<file path="src/rtl/ppg_pkg.sv">
`default_nettype none
// ============================================================================
// Module      : ppg_pkg
// Description : Shared widths, reset constants and FSM encodings for the
//               PPG window statistics block.
// Revision    : 1.0 - initial release
// ============================================================================
package ppg_pkg;

    localparam int ADC_W = 8;
    localparam int SUM_W = 16;
    localparam int CNT_W = 9;

    localparam logic [ADC_W-1:0] MIN_INIT = 8'd255;
    localparam logic [ADC_W-1:0] MAX_INIT = 8'd0;

    typedef enum logic [1:0] {
        ST_IDLE    = 2'd0,
        ST_COLLECT = 2'd1,
        ST_PUBLISH = 2'd2
    } state_t;

    // Window length N = 2^log2w expressed in counter width.
    function automatic logic [CNT_W-1:0] window_len(input int log2w);
        return CNT_W'(1) << log2w;
    endfunction

endpackage
`default_nettype wire

</file>
<file path="src/rtl/ppg_channel_acc.sv">
`default_nettype none
// ============================================================================
// Module      : ppg_channel_acc
// Description : Per-channel min/max/sum accumulator over an N-sample window.
// Revision    : 1.0 - initial release
// ============================================================================
module ppg_channel_acc
    import ppg_pkg::*;
(
    input  logic             CLK,
    input  logic             rst_n,
    input  logic             sample_stb,
    input  logic [ADC_W-1:0] sample,
    input  logic             clear,
    input  logic [CNT_W-1:0] N,
    output logic [ADC_W-1:0] min,
    output logic [ADC_W-1:0] max,
    output logic [SUM_W-1:0] sum,
    output logic             full
);

    logic [ADC_W-1:0] r_min;
    logic [ADC_W-1:0] r_max;
    logic [SUM_W-1:0] r_sum;
    logic [CNT_W-1:0] r_cnt;

    logic             w_full_now;
    logic             w_last;
    logic             w_accept;
    logic [CNT_W-1:0] w_n_minus_1;

    assign w_n_minus_1 = N - CNT_W'(1);
    assign w_full_now  = (r_cnt == N);
    assign w_last      = (r_cnt == w_n_minus_1);
    assign w_accept    = sample_stb & ~w_full_now;

    // Look-ahead: also reports full when this cycle's sample completes the
    // window, so the controller can leave COLLECT on the same edge.
    assign full = w_full_now | (w_accept & w_last & ~clear);

    always_ff @(posedge CLK or negedge rst_n) begin
        if (!rst_n) begin
            r_min <= MIN_INIT;
            r_max <= MAX_INIT;
            r_sum <= '0;
            r_cnt <= '0;
        end else if (clear) begin
            // A sample arriving with clear starts the next window.
            if (sample_stb) begin
                r_min <= sample;
                r_max <= sample;
                r_sum <= SUM_W'(sample);
                r_cnt <= CNT_W'(1);
            end else begin
                r_min <= MIN_INIT;
                r_max <= MAX_INIT;
                r_sum <= '0;
                r_cnt <= '0;
            end
        end else if (w_accept) begin
            if (sample <= r_min) begin
                r_min <= sample;
            end
            if (sample >= r_max) begin
                r_max <= sample;
            end
            r_sum <= r_sum + SUM_W'(sample);
            r_cnt <= r_cnt + CNT_W'(1);
        end
    end

    assign min = r_min;
    assign max = r_max;
    assign sum = r_sum;

endmodule
`default_nettype wire

</file>
<file path="src/rtl/ppg_window_stats.sv">
`default_nettype none
// ============================================================================
// Module      : ppg_window_stats
// Description : Captures RED/IR samples on LED falling edges and publishes
//               per-channel AC (peak-to-peak) and DC (mean) per window.
// Revision    : 1.0 - initial release
// ============================================================================
module ppg_window_stats
    import ppg_pkg::*;
#(
    parameter int LOG2_WINDOW = 8
) (
    input  logic             CLK,
    input  logic             rst_n,
    input  logic             Stats_En,
    input  logic             LED_RED,
    input  logic             LED_IR,
    input  logic [ADC_W-1:0] RED_ADC_Value,
    input  logic [ADC_W-1:0] IR_ADC_Value,
    output logic [ADC_W-1:0] RED_AC,
    output logic [ADC_W-1:0] RED_DC,
    output logic [ADC_W-1:0] IR_AC,
    output logic [ADC_W-1:0] IR_DC,
    output logic             Stats_Valid,
    output logic [7:0]       Window_Count
);

    localparam logic [CNT_W-1:0] C_N = window_len(LOG2_WINDOW);

    state_t r_state;
    state_t w_state_next;

    logic r_led_red_d;
    logic r_led_ir_d;

    logic w_red_fall;
    logic w_ir_fall;
    logic w_stb_en;
    logic w_acc_clear;
    logic w_publish;

    logic [ADC_W-1:0] w_red_min;
    logic [ADC_W-1:0] w_red_max;
    logic [SUM_W-1:0] w_red_sum;
    logic             w_red_full;
    logic [ADC_W-1:0] w_ir_min;
    logic [ADC_W-1:0] w_ir_max;
    logic [SUM_W-1:0] w_ir_sum;
    logic             w_ir_full;

    logic [ADC_W-1:0] r_red_ac;
    logic [ADC_W-1:0] r_red_dc;
    logic [ADC_W-1:0] r_ir_ac;
    logic [ADC_W-1:0] r_ir_dc;
    logic             r_stats_valid;
    logic [7:0]       r_window_count;

    always_ff @(posedge CLK or negedge rst_n) begin
        if (!rst_n) begin
            r_led_red_d <= 1'b0;
            r_led_ir_d  <= 1'b0;
        end else begin
            r_led_red_d <= LED_RED;
            r_led_ir_d  <= LED_IR;
        end
    end

    assign w_red_fall = r_led_red_d & ~LED_RED;
    assign w_ir_fall  = r_led_ir_d  & ~LED_IR;

    always_ff @(posedge CLK or negedge rst_n) begin
        if (!rst_n) begin
            r_state <= ST_IDLE;
        end else begin
            r_state <= w_state_next;
        end
    end

    always_comb begin
        w_state_next = r_state;
        w_acc_clear  = 1'b0;
        w_stb_en     = 1'b0;
        w_publish    = 1'b0;
        case (r_state)
            ST_IDLE: begin
                w_acc_clear = 1'b1;
                if (Stats_En) begin
                    w_state_next = ST_COLLECT;
                end
            end
            ST_COLLECT: begin
                // Abort takes priority over a completing window.
                if (!Stats_En) begin
                    w_acc_clear  = 1'b1;
                    w_state_next = ST_IDLE;
                end else begin
                    w_stb_en = 1'b1;
                    if (w_red_full && w_ir_full) begin
                        w_state_next = ST_PUBLISH;
                    end
                end
            end
            ST_PUBLISH: begin
                w_publish    = 1'b1;
                w_acc_clear  = 1'b1;
                w_stb_en     = Stats_En;
                w_state_next = Stats_En ? ST_COLLECT : ST_IDLE;
            end
            default: begin
                w_acc_clear  = 1'b1;
                w_state_next = ST_IDLE;
            end
        endcase
    end

    ppg_channel_acc u_red_acc (
        .CLK        (CLK),
        .rst_n      (rst_n),
        .sample_stb (w_red_fall & w_stb_en),
        .sample     (RED_ADC_Value),
        .clear      (w_acc_clear),
        .N          (C_N),
        .min        (w_red_min),
        .max        (w_red_max),
        .sum        (w_red_sum),
        .full       (w_red_full)
    );

    ppg_channel_acc u_ir_acc (
        .CLK        (CLK),
        .rst_n      (rst_n),
        .sample_stb (w_ir_fall & w_stb_en),
        .sample     (IR_ADC_Value),
        .clear      (w_acc_clear),
        .N          (C_N),
        .min        (w_ir_min),
        .max        (w_ir_max),
        .sum        (w_ir_sum),
        .full       (w_ir_full)
    );

    // Only the mean byte of each sum is published.
    logic w_unused_sum;
    assign w_unused_sum = ^{w_red_sum, w_ir_sum};

    always_ff @(posedge CLK or negedge rst_n) begin
        if (!rst_n) begin
            r_red_ac       <= '0;
            r_red_dc       <= '0;
            r_ir_ac        <= '0;
            r_ir_dc        <= '0;
            r_stats_valid  <= 1'b0;
            r_window_count <= '0;
        end else begin
            r_stats_valid <= w_publish;
            if (w_publish) begin
                r_red_ac       <= w_red_max - w_red_min;
                r_red_dc       <= w_red_sum[LOG2_WINDOW +: ADC_W];
                r_ir_ac        <= w_ir_max - w_ir_min;
                r_ir_dc        <= w_ir_sum[LOG2_WINDOW +: ADC_W];
                r_window_count <= r_window_count + 8'd1;
            end
        end
    end

    assign RED_AC       = r_red_ac;
    assign RED_DC       = r_red_dc;
    assign IR_AC        = r_ir_ac;
    assign IR_DC        = r_ir_dc;
    assign Stats_Valid  = r_stats_valid;
    assign Window_Count = r_window_count;

endmodule
`default_nettype wire

</file>
<file path="config.mk">
export PLATFORM = sky130hd
export DESIGN_NAME = ppg_window_stats
export DESIGN_NICKNAME = d
export VERILOG_FILES = /design/src/rtl/ppg_pkg.sv /design/src/rtl/ppg_channel_acc.sv /design/src/rtl/ppg_window_stats.sv
export SDC_FILE = /design/constraint.sdc
export NUM_CORES = 1
export LEC_CHECK = 0
export BUFFER_PORTS_ARGS = -buffer_cell sky130_fd_sc_hd__buf_2
export CORE_ASPECT_RATIO = 1.25
export CORE_MARGIN = 2
export CORE_UTILIZATION = 58
export CTS_CLUSTER_DIAMETER = 120
export DETAILED_ROUTE_END_ITERATION = 8
export PLACE_DENSITY = 0.78
export SYNTH_ARGS = -nofsm -noshare
export SYNTH_HDL_FRONTEND = slang
export SYNTH_SLANG_ARGS = --single-unit
</file>
<file path="constraint.sdc">
create_clock -name CLK -period 3.3 [get_ports CLK]
set_clock_uncertainty 0.2 [all_clocks]
set_input_delay 0.66 -clock CLK [delete_from_list [all_inputs] [get_ports CLK]]
set_output_delay 0.66 -clock CLK [all_outputs]
set_load 0.03 [all_outputs]
</file>
==> key figures, run 1 <==
Outcome
  • Status: complete, no violations

Placed design
  • Post-placement cell area: approximately 0.0083 mm²
  • DPL Wire Length: about 12 mm
  • Routability cong.: 0.896
  • I/O Buffers: approximately 60

CTS
  • Clock slew at reported path FFs: 0.05 ns
  • Worst-skew pair later-pin latency: between 0.4 and 0.5 ns
  • Clock Tree Root: clkbuf_16
  • Maximum buffer depth of the clock tree: 2
  • TritonCTS Buffers: 17
  • Postcts setup bufs: 0
  • Clock sinks: approximately 130
  • Hold buffer count at cts: 0
  • Resized Gates After CTS: 0
  • CTS tree: yes
  • H-tree levels: 4

Critical path
  • Max Fanout on Critical Path: 11
  • Crit-path cells: inv_1, ha_1, and4b_1, o21a_1, o211ai_1, o21ai_2, mux2i_1
  • Worst path bufs/invs: 1
  • CP required: 3.45 ns
  • CP endpoint kind: flip-flop
  • Worst path slowest cell: o21ai_2
  • Slowest cell delay on critical path: between 0.5 and 0.6 ns
  • Top delay family on crit path: compound AO/OA/AOI/OAI gates
  • WS Path Type: flip-flop to flip-flop
  • CP Launch Type: flip-flop
  • Crit path DAT: about 2.9 ns

Drt
  • DRC Markers: 0
  • Vias per Instance: slightly above 6
  • DRT antenna net count: 0
  • 1st-pass router iterations: 5
  • Vias: between 6,000 and 7,000
  • Iter 0 DRT Violations: approximately 440
  • Post-Route WL: 18.0 mm
  • Average routed wire per standard cell: 17.3 µm

Die
  • FP Rows: 47
  • Die height: between 100 and 150 µm
  • Die width: around 110 µm
  • Ports: 62
  • Initial core utilization: 0.590
  • Core footprint: 0.0132 mm²
  • Die area: ~0.014 mm²

Power and ir drop
  • Peak supply drop: 0.371 mV
  • P_sw: 1880 µW
  • Sw frac: 0.331
  • Seq pwr share: 0.331
  • Pwr dens: between 600 and 700 mW/mm²
  • Clock network fraction of total power: 0.365
  • Internal: about 3800 µW
  • Logic pwr share: 0.304
  • Pleak: between 0.004 and 0.005 µW

Finish
  • Layout overhead on the synthesized area: 15.4%
  • # diodes: 0
  • Fill cell count: 987
  • Layout cells sized above 1: 0.182
  • Design area: ~0.009 mm²
  • Nets: 951

Synthesis
  • Synthesized net count: slightly below 900
  • EDFF count, synth: 0
  • Sequential share of the synthesized area: 0.411
  • Synthesized cell area: 0.00777 mm²
  • Syn avg cell area: ~10 µm²
  • YS warnings: 0
  • Top FF cell, synth: dfrtp_1
  • Synth cell types: 67
  • Mapped Cells: 781
  • Top cell type's share of synthesized area: 0.357
  • Seq cells post-synth: 127
  • Top cells by area, synth: dfrtp_1 (36%), ha_1 (12%), dfstp_2 (5.4%)
  • Cell taking the most area after synthesis: dfrtp_1
  • Post-synth ARST share: 1.00

Global routing
  • Global-route wire length before repair: slightly above 30 mm
  • GR Overflow Total: 0
  • Initial antenna violation count: 0
  • Pin count of the biggest net entering global routing: a little under 50
  • Vias in the first global route: 6,535
  • Total global-route track usage: 0.264

STA
  • Final Hold Viols: 0
  • Crit path time final: 2.76 ns
  • Final Max Slew Viols: 0
  • Worst-Margin Slew: about 0.76 ns
  • RSZ-0062 raised after global routing: no
  • Slew HR: 0.496
  • Fmax: ~360 MHz
  • Final setup violation count: 0
  • Setup Total Neg Slack: 0 ns
  • Fin crit share: 0.836

Run
  • Maxcap violations: 0

Worst hold path
  • Hold Path Class: input port to async pin
-- synth_stat cells, types with 9 or more instances --
master	number
and3_1	12
xor2_1	19
nor3_1	9
xnor2_1	14
mux2_2	20
clkbuf_1	13
o21a_1	12
nand3_1	13
dfrtp_1	111
nor2_1	44
mux2i_1	29
nand2_1	64
o21ai_0	38
nand4_1	16
or3_1	12
a21oi_1	67
dfstp_2	16
ha_1	73
a22o_1	10
o211ai_1	10
inv_1	58
o31ai_1	9
-- cells by family (layout without fill, tap and decap cells) --
kind of cell,Yosys count,after routing,share of synthesized area
AOI/OAI and AO/OA,200,200,0.174
xor gates and xnor gates,33,33,0.0372
adders and majority gates,77,77,0.128
buffers and inverters,80,164,0.0402
DFF,127,127,0.411
muxes,50,50,0.0678
and+or+nand+nor,214,214,0.142
-- stage by stage --
step	total power (µW)	hold slack, ns	worst slack, ns	utilization	instances
after floorplan	3150	0.164	0.617	-	781
after global placement	3510	0.259	0.481	0.632	1005
after detailed placement	3580	0.266	0.399	0.632	1005
after CTS	5670	0.0439	0.558	0.681	1036
after global routing	6000	0.0724	0.358	0.681	1036
final	5690	0.0244	0.541	0.681	1036
-- cell usage in the layout, fill, tap and decap left out, types with 5 or more instances in the layout --
cell type	n
dfrtp_1	111
ha_1	72
a21oi_1	67
nand2_1	63
buf_2	60
inv_1	58
nor2_1	44
o21ai_0	38
mux2i_1	29
mux2_2	20
xor2_1	19
clkbuf_16	17
nand4_1	16
dfstp_2	16
xnor2_1	14
buf_4	14
nand3_1	13
and3_1	12
o21a_1	12
or3_1	12
o211ai_1	10
a22o_1	10
o31ai_1	9
nor3_1	9
nand2b_1	8
or4_1	8
a21o_1	7
nor2b_1	7
o2111ai_1	6
a211oi_1	6
a31oi_1	5
bufinv_16	5
-- power groups by stage --
| stage | sequential, µW | combinational, µW | clock (µW) |
|---|---|---|---|
| finish | 1880 | 1730 | 2080 |
| global route | 1910 | 1940 | 2150 |
| CTS | 1880 | 1710 | 2080 |
| detailed placement | 1900 | 1680 | 0 |
| global placement | 1900 | 1610 | 0 |
| floorplan | 1880 | 1280 | 0 |
-- worst paths after layout --
| path | startpoint | to | slack, ns | cells after the start |
|---|---|---|---|---|
| min in group CLK | LED_RED | r_led_red_d$_DFF_PN0_ | 0.19 | 1 |
| max in group asynchronous | rst_n | u_ir_acc.r_cnt[1]$_DFFE_PN0P_ | 2.13 | 2 |
| worst min register to register | Window_Count[7]$_DFFE_PN0P_ | Window_Count[7]$_DFFE_PN0P_ | 0.27 | 1 |
| worst max-delay path | r_state[1]$_DFFE_PN0P_ | u_ir_acc.min[1]$_DFFE_PN1P_ | 0.54 | 7 |
| worst max register to register | r_state[1]$_DFFE_PN0P_ | u_ir_acc.min[1]$_DFFE_PN1P_ | 0.54 | 7 |
| worst min-delay path | rst_n | IR_AC[1]$_DFFE_PN0P_ | 0.02 | 1 |
-- state kept, by name (all words and copies together) (netlist names) --
name             count
u_ir_acc.r_cnt       9
u_red_acc.max        8
RED_AC               8
Window_Count         8
u_red_acc.min        8
Stats_Valid          1
u_ir_acc.sum        16
IR_AC                8
r_state              2
r_led_ir_d           1
u_red_acc.sum       16
u_red_acc.r_cnt      9
RED_DC               8
u_ir_acc.max         8
u_ir_acc.min         8
IR_DC                8
r_led_red_d          1
-- per-layer routing --
| metal | global-route usage | wire (µm) | share of wire |
|---|---|---|---|
| met2 | 0.450 | 9130 | 0.51 |
| met3 | 0.0411 | 624 | 0.035 |
| met4 | 0.123 | 537 | 0.030 |
| met1 | 0.326 | 7660 | 0.43 |
| met5 | 0 | 0 | 0 |
-- cell type report --
| cell class | instances | area, µm² | share of cell area |
|---|---|---|---|
| multi-input cells | 574 | 4270 | 0.476 |
| clock buffers | 20 | 457 | 0.0509 |
| inverters | 58 | 218 | 0.0243 |
| well taps | 171 | 214 | 0.0239 |
| clock inverters | 11 | 188 | 0.0209 |
| repair buffers | 75 | 425 | 0.0474 |
| flip-flops and latches | 127 | 3200 | 0.357 |
Note: power is estimated with default switching activity, not from simulation.
==> run 2, diff against run 1 <==
Settings changed: ABC_AREA set to 1, CORE_UTILIZATION 58 to 55, PLACE_DENSITY 0.78 to 0.77.
Clock period 3.3 ns to 2.4 ns, I/O delays scaled along.
==> key figures, run 2 <==
Drt
  • Vias: 7,650
  • Vias per Instance: ~5.4
  • DRT antenna net count: 0
  • Iter 0 DRT Violations: between 400 and 500
  • 1st-pass router iterations: 6
  • DRC Markers: 0
  • Post-Route WL: roughly 20 mm
  • Average routed wire per standard cell: 14.2 µm

Critical path
  • Slowest cell delay on critical path: just over 0.4 ns
  • CP endpoint kind: flip-flop
  • Crit path DAT: 2.37 ns
  • Worst path bufs/invs: 3
  • Cell repeated most along the worst path: nand2_1
  • CP Launch Type: flip-flop
  • Max Fanout on Critical Path: 25
  • WS Path Type: flip-flop to flip-flop
  • Top delay family on crit path: simple AND/OR/NAND/NOR gates
  • CP required: approximately 2.6 ns
  • Worst path slowest cell: dfrtp_1
  • Crit-path cells: inv_1, ha_1, nand2_2, inv_1, nand2_1, inv_2, nand2_2, nand2_4, nand2_1, nand2_1, nand2_1

Synthesis
  • Top cell type's share of synthesized area: 0.331
  • Cell taking the most area after synthesis: dfrtp_1
  • Post-synth ARST share: 1.00
  • Sequential share of the synthesized area: 0.381
  • EDFF count, synth: 0
  • Syn avg cell area: 7.30 µm²
  • Top cells by count, synth: nand2_1 (369), inv_1 (156), dfrtp_1 (111)
  • Synth cell types: 37
  • Most common cell in the netlist: nand2_1
  • Synthesized net count: between 1,000 and 1,500
  • Synthesized cell area: about 0.0084 mm²
  • YS warnings: 0
  • Seq cells post-synth: 127
  • Top cells by area, synth: dfrtp_1 (33%), nand2_1 (16%), ha_1 (11%)
  • Mapped Cells: about 1,200
  • Top FF cell, synth: dfrtp_1

Finish
  • Layout overhead on the synthesized area: 14.4%
  • Most common cell after layout, fill and taps aside: nand2_1
  • # diodes: 0
  • Final core occ: 0.642
  • Non-filler cells, final: between 1,000 and 1,500
  • Most frequent cells in the layout: nand2_1 (369), inv_1 (156), dfrtp_1 (111), nor2_1 (100), nand3_1 (85)
  • Fill cell count: 1,293
  • Layout cells sized above 1: 0.116
  • Nets: about 1,300

Global routing
  • Vias in the first global route: 7,392
  • Total global-route track usage: 0.263
  • Global-route wire length before repair: 34.2 mm
  • Pin count of the biggest net entering global routing: between 40 and 50
  • Initial antenna violation count: 0
  • GR Overflow Total: 0

Power and ir drop
  • Logic pwr share: 0.432
  • Seq pwr share: 0.307
  • Pwr dens: ~1000 mW/mm²
  • Clock network fraction of total power: 0.261
  • Pleak: roughly 0.0052 µW
  • Internal: slightly below 6000 µW
  • P_sw: ~4200 µW
  • Peak supply drop: 0.544 mV
  • Sw frac: 0.417

Die
  • Core footprint: ~0.015 mm²
  • Die height: between 100 and 150 µm
  • Die width: 115 µm
  • Initial core utilization: 0.562
  • Ports: between 60 and 70
  • Die area: 0.0163 mm²
  • FP Rows: 50

STA
  • Fin crit share: 0.921
  • RSZ-0062 raised after global routing: no
  • Final setup violation count: 0
  • Crit path time final: 2.21 ns
  • Worst Slack Setup Final: roughly 0.19 ns
  • Final Max Slew Viols: 0
  • Worst-Margin Slew: around 0.45 ns
  • Setup Total Neg Slack: 0 ns
  • Fmax: 452 MHz
  • Slew HR: 0.698
  • Final Hold Viols: 0

CTS
  • Clock Tree Root: clkbuf_16
  • Clock slew at reported path FFs: ~0.06 ns
  • Clock sinks: 127
  • CTS tree: yes
  • H-tree levels: 4
  • TritonCTS Buffers: 17
  • Maximum buffer depth of the clock tree: 2
  • Worst-skew pair later-pin latency: roughly 0.43 ns

Run
  • Maxcap violations: 0

Placed design
  • DPL Wire Length: about 15 mm
  • Routability cong.: 0.901
  • I/O Buffers: between 60 and 70
  • Inst Count DP: ~1,400
  • Pre-CTS setup slack: around 0.14 ns

Worst hold path
  • Hold Path Class: input port to flip-flop

Outcome
  • Status: complete, no violations
==> run 2: cell count changes in the layout (fill, tap and decap cells not counted), moves of 20 or more <==
cell and change:
inv_1 +98, mux2_2 -20, mux2i_1 -29, nand2_1 +306
nand3_1 +72, nor2_1 +56
==> run 2: cell type report <==
| class | count | area [µm²] | area share |
|---|---|---|---|
| flip-flops and latches | 127 | 3200 | 0.333 |
| clock inverters | 11 | 140 | 0.0146 |
| clock buffers | 21 | 450 | 0.0469 |
| inverters | 162 | 608 | 0.0633 |
| well taps | 182 | 228 | 0.0237 |
| multi-input cells | 837 | 4440 | 0.463 |
| repair buffers | 85 | 537 | 0.0559 |
==> run 2: final timing paths <==
| check | from | to | slack [ns] | cells after the start |
|---|---|---|---|---|
| hold reg to reg | u_red_acc.min[2]$_DFFE_PN1P_ | u_red_acc.min[2]$_DFFE_PN1P_ | 0.26 | 2 |
| hold / removal | RED_ADC_Value[0] | u_red_acc.sum[0]$_DFFE_PN0P_ | 0.14 | 3 |
| setup reg to reg | r_state[1]$_DFFE_PN0P_ | u_ir_acc.min[2]$_DFFE_PN1P_ | 0.19 | 11 |
| setup / recovery | r_state[1]$_DFFE_PN0P_ | u_ir_acc.min[2]$_DFFE_PN1P_ | 0.19 | 11 |
| max in group asynchronous | rst_n | u_ir_acc.min[2]$_DFFE_PN1P_ | 0.98 | 3 |
| min in group asynchronous | rst_n | u_ir_acc.sum[5]$_DFFE_PN0P_ | 0.33 | 2 |
==> run 2: routing by layer <==
metal	global-route usage	wire [µm]	vias to the layer above
met5	0	0	-
met4	0.105	531	0
met3	0.0520	876	42
met2	0.464	10300	186
met1	0.313	8510	3572
li1	-	-	3850
==> run 2: worst reg2reg max path: stages, from the launching register on <==
cell and delay, ns:
dfrtp_1 0.41, inv_1 0.08, ha_1 0.29, nand2_2 0.07
inv_1 0.05, nand2_1 0.08, inv_2 0.14, nand2_2 0.12
nand2_4 0.25, nand2_1 0.26, nand2_1 0.11, nand2_1 0.06
==> run 2: what timing repair did <==
action	in CTS	in global routing
endpoints found under the setup margin	0	0
hold endpoints to repair	38	0
setup buffers	0	0
hold buffers	3	0
gates resized for setup	0	0
==> run 2: cells by family after synthesis <==
group | share of synthesized area
AOI/OAI and AO/OA | 0.0887
adders and majority gates | 0.118
and+or+nand+nor | 0.303
xor gates and xnor gates | 0.0188
DFF | 0.381
buffers and inverters | 0.0900
==> run 2: power groups by stage <==
stage / Sequential, µW / Clock (µW) / Combinational (µW)
floorplan: 3330 / 0 / 2940
global placement: 3090 / 0 / 4200
detailed placement: 3110 / 0 / 4280
CTS: 3080 / 2640 / 4350
global route: 3140 / 2740 / 4950
finish: 3090 / 2620 / 4330
==> run 2: per-stage QoR <==
| stage | cell area, µm² | total power (µW) | hold slack (ns) |
|---|---|---|---|
| after floorplan | 8400 | 6270 | -0.0156 |
| after global placement | 8980 | 7300 | 0.221 |
| after detailed placement | 8980 | 7390 | 0.226 |
| after CTS | 9600 | 10100 | 0.134 |
| after global routing | 9600 | 10800 | 0.144 |
| final | 9600 | 10000 | 0.136 |
